### config.mk
export PLATFORM = sky130hd
export DESIGN_NAME = mcyc_ctrl
export DESIGN_NICKNAME = d
export VERILOG_FILES = /design/src/rtl/mcyc_pkg.sv /design/src/rtl/mcyc_wait_cnt.sv /design/src/rtl/mcyc_ctrl.sv
export SDC_FILE = /design/constraint.sdc
export NUM_CORES = 1
export LEC_CHECK = 0
export CAP_MARGIN = 10
export CORE_ASPECT_RATIO = 0.8
export CORE_MARGIN = 2
export CORE_UTILIZATION = 40
export DETAILED_ROUTE_END_ITERATION = 8
export PLACE_DENSITY = 0.7
export SLEW_MARGIN = 10
export SYNTH_ARGS = -nofsm -noshare
export SYNTH_HDL_FRONTEND = slang
export SYNTH_SLANG_ARGS = --single-unit
### constraint.sdc
create_clock -name clk -period 1.95 [get_ports clk]
set_clock_uncertainty 0.05 [all_clocks]
set_input_delay 0.4875 -clock clk [delete_from_list [all_inputs] [get_ports clk]]
set_output_delay 0.4875 -clock clk [all_outputs]
set_load 0.01 [all_outputs]
### src/rtl/mcyc_pkg.sv
// mcyc_pkg: shared state encoding, opcode/ALU/write-back codes and ALU select helper for mcyc_ctrl
package mcyc_pkg;
  typedef enum logic [3:0] {
    S_IDLE, S_FETCH, S_DECODE, S_EXEC_R, S_EXEC_I, S_WB_ALU,
    S_LUI, S_MEM_ADDR, S_MEM_WAIT, S_WB_LD, S_BRANCH, S_TRAP
  } state_t;
  localparam logic [6:0] OP_R      = 7'b0110011;
  localparam logic [6:0] OP_I      = 7'b0010011;
  localparam logic [6:0] OP_LUI    = 7'b0110111;
  localparam logic [6:0] OP_LOAD   = 7'b0000011;
  localparam logic [6:0] OP_STORE  = 7'b0100011;
  localparam logic [6:0] OP_BRANCH = 7'b1100011;
  localparam logic [3:0] ALU_ADD = 4'b0000;
  localparam logic [3:0] ALU_SUB = 4'b1000;
  localparam logic [1:0] WD_ALU = 2'd0;
  localparam logic [1:0] WD_IMM = 2'd1;
  localparam logic [1:0] WD_MEM = 2'd2;
  localparam logic [2:0] F3_BEQ = 3'b000;
  localparam logic [2:0] F3_BNE = 3'b001;
  localparam logic [2:0] F3_SRX = 3'b101;
  // Immediate ops carry imm bits in funct7, so bit 5 only selects SRA/SRAI on the shift-right funct3.
  function automatic logic [3:0] alu_sel(input logic is_r, input logic [2:0] f3, input logic f7_5);
    return {(is_r || f3 == F3_SRX) && f7_5, f3};
  endfunction
endpackage

### src/rtl/mcyc_wait_cnt.sv
// mcyc_wait_cnt: MEM_WAIT cycle counter with clear, enable and limit compare
//   clk, rst_n : clock, async active-low reset
//   clr        : zero the count (MEM_ADDR)
//   en         : count one un-acked MEM_WAIT cycle
//   hit        : current MEM_WAIT cycle is the last one allowed (MAX-th)
module mcyc_wait_cnt #(
  parameter int MAX = 15
) (
  input  logic clk,
  input  logic rst_n,
  input  logic clr,
  input  logic en,
  output logic hit
);
  logic [7:0] cnt;
  always_ff @(posedge clk or negedge rst_n)
    if (!rst_n) cnt <= '0;
    else if (clr) cnt <= '0;
    else if (en) cnt <= cnt + 8'd1;
  assign hit = cnt == 8'(MAX - 1);
endmodule

### src/rtl/mcyc_ctrl.sv
// mcyc_ctrl: multi-cycle RISC-V style control FSM with bounded memory wait and sticky trap
//   clk, rst_n                : clock, async active-low reset
//   opcode, funct3, funct7    : decoded instruction fields
//   zf, mem_ack               : ALU zero flag, data-memory completion strobe
//   PC_Write, IR_Write, Reg_Write, ALU_OP, rs2_imm_s, w_data_s, mem_rd, mem_wr, pc_s : datapath controls
//   illegal, state            : sticky trap flag, current state for debug
//   MCYC_BRANCH_EN            : define to enable the BRANCH state; otherwise branches trap and pc_s is 0
module mcyc_ctrl
  import mcyc_pkg::*;
#(
  parameter int MEM_WAIT_MAX = 15
) (
  input  logic       clk,
  input  logic       rst_n,
  input  logic [6:0] opcode,
  input  logic [2:0] funct3,
  input  logic [6:0] funct7,
  input  logic       zf,
  input  logic       mem_ack,
  output logic       PC_Write,
  output logic       IR_Write,
  output logic       Reg_Write,
  output logic [3:0] ALU_OP,
  output logic       rs2_imm_s,
  output logic [1:0] w_data_s,
  output logic       mem_rd,
  output logic       mem_wr,
  output logic       pc_s,
  output logic       illegal,
  output logic [3:0] state
);
  state_t cur, nxt, br_dest;
  logic [3:0] alu_q;
  logic imm_q, ld_q, hit;
  logic unused_f7;
  assign unused_f7 = ^{funct7[6], funct7[4:0]};
`ifdef MCYC_BRANCH_EN
  logic taken;
  assign taken = (funct3 == F3_BEQ && zf) || (funct3 == F3_BNE && !zf);
  assign br_dest = S_BRANCH;
`else
  logic unused_zf;
  assign unused_zf = zf;
  assign br_dest = S_TRAP;
`endif
  mcyc_wait_cnt #(.MAX(MEM_WAIT_MAX)) u_wait (
    .clk  (clk),
    .rst_n(rst_n),
    .clr  (cur == S_MEM_ADDR),
    .en   (cur == S_MEM_WAIT && !mem_ack),
    .hit  (hit)
  );
  // ALU select/B source are captured in EXEC so WB_ALU keeps driving them; load/store is latched at decode.
  always_ff @(posedge clk or negedge rst_n)
    if (!rst_n) begin
      cur   <= S_IDLE;
      alu_q <= ALU_ADD;
      imm_q <= 1'b0;
      ld_q  <= 1'b0;
    end else begin
      cur <= nxt;
      if (cur == S_EXEC_R || cur == S_EXEC_I) begin
        alu_q <= ALU_OP;
        imm_q <= rs2_imm_s;
      end
      if (cur == S_DECODE) ld_q <= opcode == OP_LOAD;
    end
  always_comb begin
    nxt       = cur;
    PC_Write  = 1'b0;
    IR_Write  = 1'b0;
    Reg_Write = 1'b0;
    ALU_OP    = ALU_ADD;
    rs2_imm_s = 1'b0;
    w_data_s  = WD_ALU;
    mem_rd    = 1'b0;
    mem_wr    = 1'b0;
    pc_s      = 1'b0;
    illegal   = 1'b0;
    case (cur)
      S_IDLE: nxt = S_FETCH;
      S_FETCH: begin
        IR_Write = 1'b1;
        PC_Write = 1'b1;
        nxt      = S_DECODE;
      end
      S_DECODE:
        nxt = opcode == OP_R ? S_EXEC_R :
              opcode == OP_I ? S_EXEC_I :
              opcode == OP_LUI ? S_LUI :
              (opcode == OP_LOAD || opcode == OP_STORE) ? S_MEM_ADDR :
              opcode == OP_BRANCH ? br_dest : S_TRAP;
      S_EXEC_R, S_EXEC_I: begin
        ALU_OP    = alu_sel(cur == S_EXEC_R, funct3, funct7[5]);
        rs2_imm_s = cur == S_EXEC_I;
        nxt       = S_WB_ALU;
      end
      S_WB_ALU: begin
        Reg_Write = 1'b1;
        ALU_OP    = alu_q;
        rs2_imm_s = imm_q;
        nxt       = S_FETCH;
      end
      S_LUI: begin
        Reg_Write = 1'b1;
        w_data_s  = WD_IMM;
        nxt       = S_FETCH;
      end
      S_MEM_ADDR: begin
        rs2_imm_s = 1'b1;
        nxt       = S_MEM_WAIT;
      end
      // An ack on the limit cycle takes priority over the timeout.
      S_MEM_WAIT: begin
        mem_rd = ld_q;
        mem_wr = !ld_q;
        nxt    = mem_ack ? (ld_q ? S_WB_LD : S_FETCH) : hit ? S_TRAP : S_MEM_WAIT;
      end
      S_WB_LD: begin
        Reg_Write = 1'b1;
        w_data_s  = WD_MEM;
        nxt       = S_FETCH;
      end
`ifdef MCYC_BRANCH_EN
      S_BRANCH: begin
        ALU_OP   = ALU_SUB;
        PC_Write = taken;
        pc_s     = taken;
        nxt      = S_FETCH;
      end
`endif
      S_TRAP: illegal = 1'b1;
      default: nxt = S_IDLE;
    endcase
  end
  assign state = cur;
endmodule

==> summary.txt, run 1 <==
Setup path
  – Crit Path Class: flop to output port
  – Critical Path RT: 1410 ps
  – FF-to-FF setup slack: -150 ps
  – Critical Path End Type: output port
  – Element type at the critical path start: flop
  – FF-to-FF Start: state[2]$_DFFE_PN0N_
  – Reg-to-reg endpoint: u_wait.cnt[4]$_DFFE_PN0P_
  – Reg2Reg Depth: 5
  – Max FO, Critical Path: 4
  – CP Data Arrival Time: 1610 ps

Finish
  – Fill cells: 263
  – Layout Utilization: 64.4%
  – Layout cell share with drive strength beyond 1: 40.9%
  – Nets: 227
  – Number of diodes: 0
  – Final Cell Area: 1970 sq um
  – Final std cells w/o fill: 243
  – Synthesis-to-layout area growth: 55.3%

Clock network
  – CTS Buf Count: 3
  – CTS root buf: clkbuf_8
  – Clock transition at the registers of the reported paths: 70 ps
  – CTS H-tree depth: 1
  – Max clock buf depth: 2
  – # clock sinks: 18
  – Clk_lat worst skew: 260 ps
  – CTS tree: yes
  – CTS hold repair buffers: 0

Floorplanning
  – Area of the die: 3640 sq um
  – Total I/O pin count: 39
  – Die H: 54.4 microns
  – Initial Utilization: 41.5%
  – Die width: 67.0 microns
  – Rows: 18
  – Core Footprint: 3060 sq um

Synthesis
  – Distinct cells, synth: 45
  – Synth warn: 0
  – Post-synth net total: 170
  – Post-synthesis compound-gate area fraction: 15.9%
  – Flops & latches, synth: 18
  – Post-Synth Simple-Gate Area: 31.7%
  – Combinational family with the most area after synthesis: simple AND/OR/NAND/NOR gates
  – Mapped Avg Cell Area: 8.64 sq um
  – Post-synthesis mux area share: 6.60%
  – Xor/xnor share of the synthesized area: 2.07%
  – Cell Area, Synth: 1270 sq um
  – Synthesized instance count: 147
  – Sequential share of the synthesized area: 35.5%
  – Post-Synth Adder-Cell Area: 1.97%

Detailed routing
  – Drt first-iter violations: 64
  – Antenna Violating Nets Remaining: 0
  – Vias per cell: 5.47
  – DRT Wirelength: 3.50 mm
  – # DRC: 0
  – DR WL/cell: 14.4 microns
  – Vias: 1330
  – Drt pass-1 iters: 4

Placement
  – Final HPWL DP: 2.39 mm
  – Port-buffer cells: 30
  – Placed Cells: 231
  – Pre-CTS WS: -551 ps
  – Placed Area: 1760 sq um
  – GP Congestion: 0.824

STA
  – Final cycle utilization of the critical path: 110%
  – Min Tclk post-route: 2150 ps
  – Final setup vio count: 13
  – Max-slew violations: 0
  – Min setup slack post-route: -197 ps
  – Peak Freq: 466 MHz
  – RSZ-0062 raised after global routing: yes
  – Final hold vios: 0

Min path
  – Hold Crit Class: flop to flop
  – Hold Crit Depth: 1
  – Hold Startpoint: alu_q[2]$_DFFE_PN0N_
  – Worst Hold Path EP: alu_q[2]$_DFFE_PN0N_

Outcome
  – Status: finished with violations
  – Failing checks: setup timing

Global route
  – Via count of the first global-routing pass: 1241
  – Initial antenna violation count: 0
  – GRT overflow: 0
  – Largest net degree at the start of global routing: 19
  – Global-route wire length before repair: 5.80 mm
  – All-layer global routing usage: 20.9%

Pwr
  – Pleak: 0.862 nW
  – VDD IR max: 0.610 mV
  – PD cells: 1280 nW/um^2

Flow run
  – # Max-Cap Violations: 0
==> cell usage in the layout (no fill, tap or decap), types with 2 or more instances in the layout <==
cell type and n:
buf_4 26, nor3b_2 2, nor2_1 6, nor4_2 2, dlygate4sd2_1 6, buf_6 6
buf_2 12, nor2b_1 2, o31ai_1 2, dfrtp_1 15, and3b_2 2, nand2b_4 2
o21ai_0 9, nand2b_1 3, ha_1 2, clkdlybuf4s50_1 12, a21oi_1 9, nand4b_1 2
nand2_1 15, dfrtp_2 3, or3_1 2, xnor2_1 2, clkbuf_8 4, or4_1 3
or4b_4 2, nor3_1 4, nand3_1 2, mux2_2 3, mux2i_1 5, inv_1 4
nand3b_1 2, o21ai_1 2
==> metrics by stage <==
stage	setup TNS (ps)	power, mW	hold slack, ps
after floorplan	-49.5	1.38	142
after global placement	-3260	1.88	444
after detailed placement	-3710	1.93	447
after CTS	-1020	2.47	464
after global routing	-2110	2.69	492
final	-1080	2.52	461
==> registers in the layout, summed over array words and instances (netlist names) <==
| register | flops |
|---|---|
| u_wait.cnt | 8 |
| alu_q | 4 |
| state | 4 |
| imm_q | 1 |
| ld_q | 1 |
==> how the worst max path moves through the flow <==
stage                              start         to  cells past startpoint
finish              state[2]$_DFFE_PN0N_     mem_wr                      4
global route        state[2]$_DFFE_PN0N_     mem_rd                      4
CTS                 state[1]$_DFFE_PN0N_     mem_wr                      4
detailed placement             funct3[2]  ALU_OP[3]                      5
global placement               funct3[2]  ALU_OP[3]                      5
floorplan           state[0]$_DFFE_PN0N_     mem_rd                      4
==> cells in the mapped netlist <==
cell,count,area (sq um)
a211o_1,1,8.76
a21bo_2,1,10.0
a21oi_1,10,50.1
a311o_1,1,10.0
a311oi_1,1,8.76
a31oi_1,1,6.26
and2_1,1,6.26
and3b_1,3,26.3
and4_1,1,8.76
buf_1,1,3.75
buf_2,1,5.00
buf_4,2,15.0
buf_6,1,11.3
clkbuf_1,6,22.5
conb_1,1,3.75
dfrtp_1,18,450
ha_1,2,25.0
inv_1,5,18.8
mux2_2,3,33.8
mux2i_1,5,50.1
nand2_1,15,56.3
nand2b_1,5,31.3
nand3_1,2,10.0
nand3b_1,2,15.0
nand4_1,1,6.26
nand4b_1,2,17.5
nor2_1,8,30.0
nor2b_1,3,18.8
nor3_1,6,30.0
nor3b_1,4,30.0
nor4_1,1,6.26
nor4_2,2,25.0
nor4bb_1,2,20.0
o211ai_1,1,7.51
o21ai_0,12,60.1
o21ba_2,1,10.0
o221ai_1,1,8.76
o22ai_1,1,6.26
o31ai_1,2,15.0
or2_2,1,6.26
or3_1,2,12.5
or4_1,3,22.5
or4b_2,1,10.0
or4b_4,1,13.8
xnor2_1,3,26.3
==> logic make-up after synthesis <==
family	Yosys count
AO/OA/AOI/OAI	33
multiplexers	8
adder cells (fa/ha/maj)	2
buffers and inverters	16
other	1
XOR/XNOR	3
flip-flops	18
AND/OR/NAND/NOR	66
==> where the power goes <==
group / switching, mW / internal (mW)
combinational: 0.713 / 0.811
sequential: 0.151 / 0.525
clock: 0.138 / 0.180
==> critical path, cell delays in order, from the launching register on <==
cell	delay (ps)
dfrtp_1	420
buf_6	150
or4b_4	550
nor2_2	100
buf_2	130
==> layer usage <==
metal	global-route usage [%]	wire, microns	up-vias
li1	-	-	644
met1	27.1	1590	651
met2	36.5	1720	28
met3	4.73	143	7
met4	4.08	44	0
met5	0	0	-
==> cell type report <==
type | count | area (sq um) | area share [%]
clock buffer | 4 | 55.1 | 2.79
inverter | 5 | 18.8 | 0.952
multi-input combinational | 113 | 883 | 44.8
sequential | 18 | 454 | 23.0
tap | 40 | 50.0 | 2.54
timing repair buffer | 63 | 510 | 25.9
==> timing repair <==
item	4_1_cts	5_1_grt
hold endpoints to repair	0	0
pin swaps	7	2
setup buffers	7	2
endpoints found under the setup margin	17	21
gates resized for setup	87	8
(Power assumes the default switching activity.)
==> run 2, diff against run 1 <==
--- a/config.mk
+++ b/config.mk
@@ -5,12 +5,14 @@
 export SDC_FILE = /design/constraint.sdc
 export NUM_CORES = 1
 export LEC_CHECK = 0
+export ABC_AREA = 1
 export CAP_MARGIN = 10
 export CORE_ASPECT_RATIO = 0.8
 export CORE_MARGIN = 2
 export CORE_UTILIZATION = 40
 export DETAILED_ROUTE_END_ITERATION = 8
-export PLACE_DENSITY = 0.7
+export PLACE_DENSITY = 0.71
+export SKIP_LAST_GASP = 1
 export SLEW_MARGIN = 10
 export SYNTH_ARGS = -nofsm -noshare
 export SYNTH_HDL_FRONTEND = slang
==> run 2 against run 1 <==
  * The flow still finishes with violations (setup timing)
  * Critical path depth rose by 3
  * Sequential power fell by 12%
  * Clock power fell by 3%
  * Register-to-register slack improved by 620 ps
  * Non-clock buffer count fell by 10
  * Die area fell by 3.2%
  * Area after synthesis fell by 3.4%
  * Critical path type unchanged
  * Largest cell class unchanged
==> summary.txt, run 2 <==
Detailed routing
  – DRT Wirelength: 3.05 mm (was 3.50 mm)
  – Vias: 1326 (was 1330)
  – Drt pass-1 iters: 4 (unchanged)
  – DR WL/cell: 10.8 microns (was 14.4 microns)
  – Antenna Violating Nets Remaining: 0 (unchanged)
  – # DRC: 0 (unchanged)
  – Vias per cell: 4.70 (was 5.47)
  – Drt first-iter violations: 64 (unchanged)

Synthesis
  – Synthesized instance count: 189 (was 147)
  – Asr flop ratio synth: 100% (unchanged)
  – Most frequent cell after synthesis: nand2_1 (was dfrtp_1)
  – Cell Area, Synth: 1230 sq um (was 1270 sq um)
  – Sequential share of the synthesized area: 36.7% (was 35.5%)
  – Post-synth top flop: dfrtp_1 (unchanged)
  – Mapped Avg Cell Area: 6.49 sq um (was 8.64 sq um)
  – Flops & latches, synth: 18 (unchanged)
  – Yosys top cell area share: 36.7% (was 35.5%)
  – Distinct cells, synth: 24 (was 45)
  – Synth cell count leaders: 57 x nand2_1, 27 x nor2_1, 26 x inv_1, 18 x dfrtp_1, 15 x nand3_1 (was 18 x dfrtp_1, 15 x nand2_1, 12 x o21ai_0, 10 x a21oi_1, 8 x nor2_1)
  – Synth area leader: dfrtp_1 (unchanged)
  – Largest cells by area after synthesis: dfrtp_1 37%, nand2_1 17%, nor2_1 8.3%, inv_1 8.0%, nand3_1 6.1% (was dfrtp_1 35%, o21ai_0 4.7%, nand2_1 4.4%, a21oi_1 3.9%, mux2i_1 3.9%)
  – Post-synth net total: 212 (was 170)
  – Synth warn: 0 (unchanged)
  – Post-synth EDFFs: 0 (unchanged)

Floorplanning
  – Area of the die: 3530 sq um (was 3640 sq um)
  – Initial Utilization: 43.3% (was 41.5%)
  – Total I/O pin count: 39 (unchanged)
  – Die width: 65.9 microns (was 67.0 microns)
  – Die H: 53.5 microns (was 54.4 microns)
  – Rows: 17 (was 18)
  – Core Footprint: 2830 sq um (was 3060 sq um)

Clock network
  – CTS hold repair buffers: 0 (unchanged)
  – CTS Buf Count: 3 (unchanged)
  – Clock transition at the registers of the reported paths: 70 ps (about the same)
  – Clk_lat worst skew: 260 ps (about the same)
  – CTS root buf: clkbuf_8 (unchanged)
  – CTS H-tree depth: 1 (unchanged)
  – Max clock buf depth: 2 (unchanged)
  – # clock sinks: 18 (unchanged)
  – CTS tree: yes (unchanged)

Pwr
  – Final Power: 2.17 mW (was 2.52 mW)
  – Pleak: 1.01 nW (was 0.862 nW)
  – PD cells: 1220 nW/um^2 (was 1280 nW/um^2)
  – VDD IR max: 0.565 mV (was 0.610 mV)

Setup path
  – FF-to-FF Start: state[0]$_DFFE_PN0N_ (was state[2]$_DFFE_PN0N_)
  – Cell Chain, Critical Path: buf_6 > nor2_4 > nand2_2 > nand2_4 > nand2_2 > o21ai_1 > buf_2 (was buf_6 > or4b_4 > nor2_2 > buf_2)
  – Reg2Reg Depth: 9 (was 5)
  – Reg-to-reg endpoint: u_wait.cnt[1]$_DFFE_PN0P_ (was u_wait.cnt[4]$_DFFE_PN0P_)
  – Element type at the critical path start: flop (unchanged)
  – Crit Path Class: flop to output port (unchanged)
  – Max FO, Critical Path: 6 (was 4)
  – FF-to-FF setup slack: 470 ps (was -150 ps)
  – Critical Path End Type: output port (unchanged)
  – Critical Path RT: 1410 ps (about the same)
  – Crit-path max cell delay: 420 ps (was 550 ps)
  – Worst path most repeated cell: nand2_2
  – CP max-delay cell: dfrtp_1 (was or4b_4)
  – CP Data Arrival Time: 1410 ps (was 1610 ps)

Min path
  – Worst Hold Path EP: alu_q[3]$_DFFE_PN0N_ (was alu_q[2]$_DFFE_PN0N_)
  – Hold Startpoint: alu_q[3]$_DFFE_PN0N_ (was alu_q[2]$_DFFE_PN0N_)
  – Hold Crit Class: flop to flop (unchanged)
  – Hold Crit Depth: 2 (was 1)

Global route
  – Largest net degree at the start of global routing: 19 (unchanged)
  – Initial antenna violation count: 0 (unchanged)
  – Global-route wire length before repair: 5.09 mm (was 5.80 mm)
  – GRT overflow: 0 (unchanged)
  – Via count of the first global-routing pass: 1239 (was 1241)
  – All-layer global routing usage: 19.0% (was 20.9%)

STA
  – Final setup TNS: -1.30 ps (was -1080 ps)
  – Final setup vio count: 1 (was 13)
  – Final cycle utilization of the critical path: 100% (was 110%)
  – Min setup slack post-route: -1.30 ps (was -197 ps)
  – Final hold vios: 0 (unchanged)
  – Min Tclk post-route: 1950 ps (was 2150 ps)
  – Peak Freq: 512 MHz (was 466 MHz)
  – RSZ-0062 raised after global routing: yes (unchanged)
  – Max-slew violations: 0 (unchanged)

Finish
  – Commonest non-fill, non-tap cell in the layout: nand2_1 (was buf_4)
  – Layout Utilization: 63.0% (was 64.4%)
  – Top reg by flops: u_wait.cnt (unchanged)
  – Nets: 268 (was 227)
  – Layout cell share with drive strength beyond 1: 26.2% (was 40.9%)
  – Final Cell Area: 1780 sq um (was 1970 sq um)
  – Commonest non-fill, non-tap cells in the layout: 50 x nand2_1, 25 x inv_1, 25 x nor2_1 (was 26 x buf_4, 15 x nand2_1, 15 x dfrtp_1)
  – Largest register FFs: 8 (unchanged)
  – Fill cells: 270 (was 263)
  – Synthesis-to-layout area growth: 45.3% (was 55.3%)
  – Number of diodes: 0 (unchanged)
  – Final std cells w/o fill: 282 (was 243)

Flow run
  – # Max-Cap Violations: 0 (unchanged)

Outcome
  – Status: finished with violations (unchanged)
  – Failing checks: setup timing (unchanged)

Placement
  – Port-buffer cells: 30 (unchanged)
  – Placed Cells: 273 (was 231)
  – Placed Area: 1690 sq um (was 1760 sq um)
  – Final HPWL DP: 2.27 mm (was 2.39 mm)
  – GP Congestion: 0.804 (was 0.824)
[run 2: cell count changes in the layout (fill, tap and decap cells not counted), moves of 6 or more]
cell,before,now
nand2_2,0,10
buf_4,26,20
inv_1,4,25
a21oi_1,9,1
nor2_1,6,25
nand2_1,15,50
nand4_1,1,7
nand3_1,2,15
[run 2: stage by stage]
stage | setup slack [ps] | hold WS [ps]
2_1_floorplan | 330 | 142
3_3_place_gp | -404 | 421
3_5_place_dp | -404 | 427
4_1_cts | -185 | 449
5_1_grt | -84.5 | 505
6_report | -1.30 | 445
[run 2: metal layers]
layer  global-route usage, %  part of all wire (%)
met4                    4.17                  0.33
met1                    24.6                    48
met3                    4.89                   6.0
met5                       0                     0
met2                    32.0                    46
[run 2: report_power, final]
| group | leakage (nW) | switching (mW) | total, mW | internal, mW |
|---|---|---|---|---|
| Clock | 0.0288 | 0.128 | 0.307 | 0.180 |
| Combinational | 0.747 | 0.646 | 1.27 | 0.619 |
| Sequential | 0.237 | 0.102 | 0.596 | 0.494 |
| Total | 1.01 | 0.876 | 2.17 | 1.29 |
[run 2: how the worst max path moves through the flow]
stage / start / endpoint / slack [ps]
3_3_place_gp: funct3[1] / ALU_OP[3] / -400
6_report: state[3]$_DFFE_PN0N_ / ALU_OP[2] / -1
2_1_floorplan: state[3]$_DFFE_PN0N_ / ALU_OP[0] / 330
4_1_cts: state[3]$_DFFE_PN0N_ / ALU_OP[2] / -190
5_1_grt: state[3]$_DFFE_PN0N_ / ALU_OP[0] / -80
3_5_place_dp: funct3[1] / ALU_OP[3] / -400
[run 2: cell type report]
type / count / area, sq um / share of cell area [%]
multi-input cells: 137 / 678 / 38.1
flip-flops and latches: 18 / 450 / 25.3
repair buffers: 53 / 430 / 24.2
inverters: 32 / 120 / 6.74
clock buffers: 4 / 55.1 / 3.09
well taps: 38 / 47.5 / 2.67
[run 2: timing repair]
| item | 4_1_cts | 5_1_grt |
|---|---|---|
| pin swaps | 2 | 5 |
| gates resized for setup | 39 | 29 |
| setup buffers | 4 | 1 |
| setup endpoints to repair | 13 | 12 |
| gates cloned | 0 | 0 |
[run 2: kinds of logic (layout without fill, tap and decap cells)]
kind of cell    count (synthesis)  count (layout)  share of synthesized area [%]
fa+ha+maj                       2               2                           2.04
xor+xnor                        1               1                          0.714
flops                          18              18                           36.7
compound gates                 17              17                           7.86
buf+inv                        34              89                           11.0
simple gates                  116             116                           41.3
other cells                     1               1                          0.306
[run 2: critical path, delay by kind of cell, from the launching register on]
family | cells | cell delay (ps)
AOI/OAI and AO/OA | 1 | 80
buffers and inverters | 2 | 280
and+or+nand+nor | 4 | 380
DFF | 1 | 420
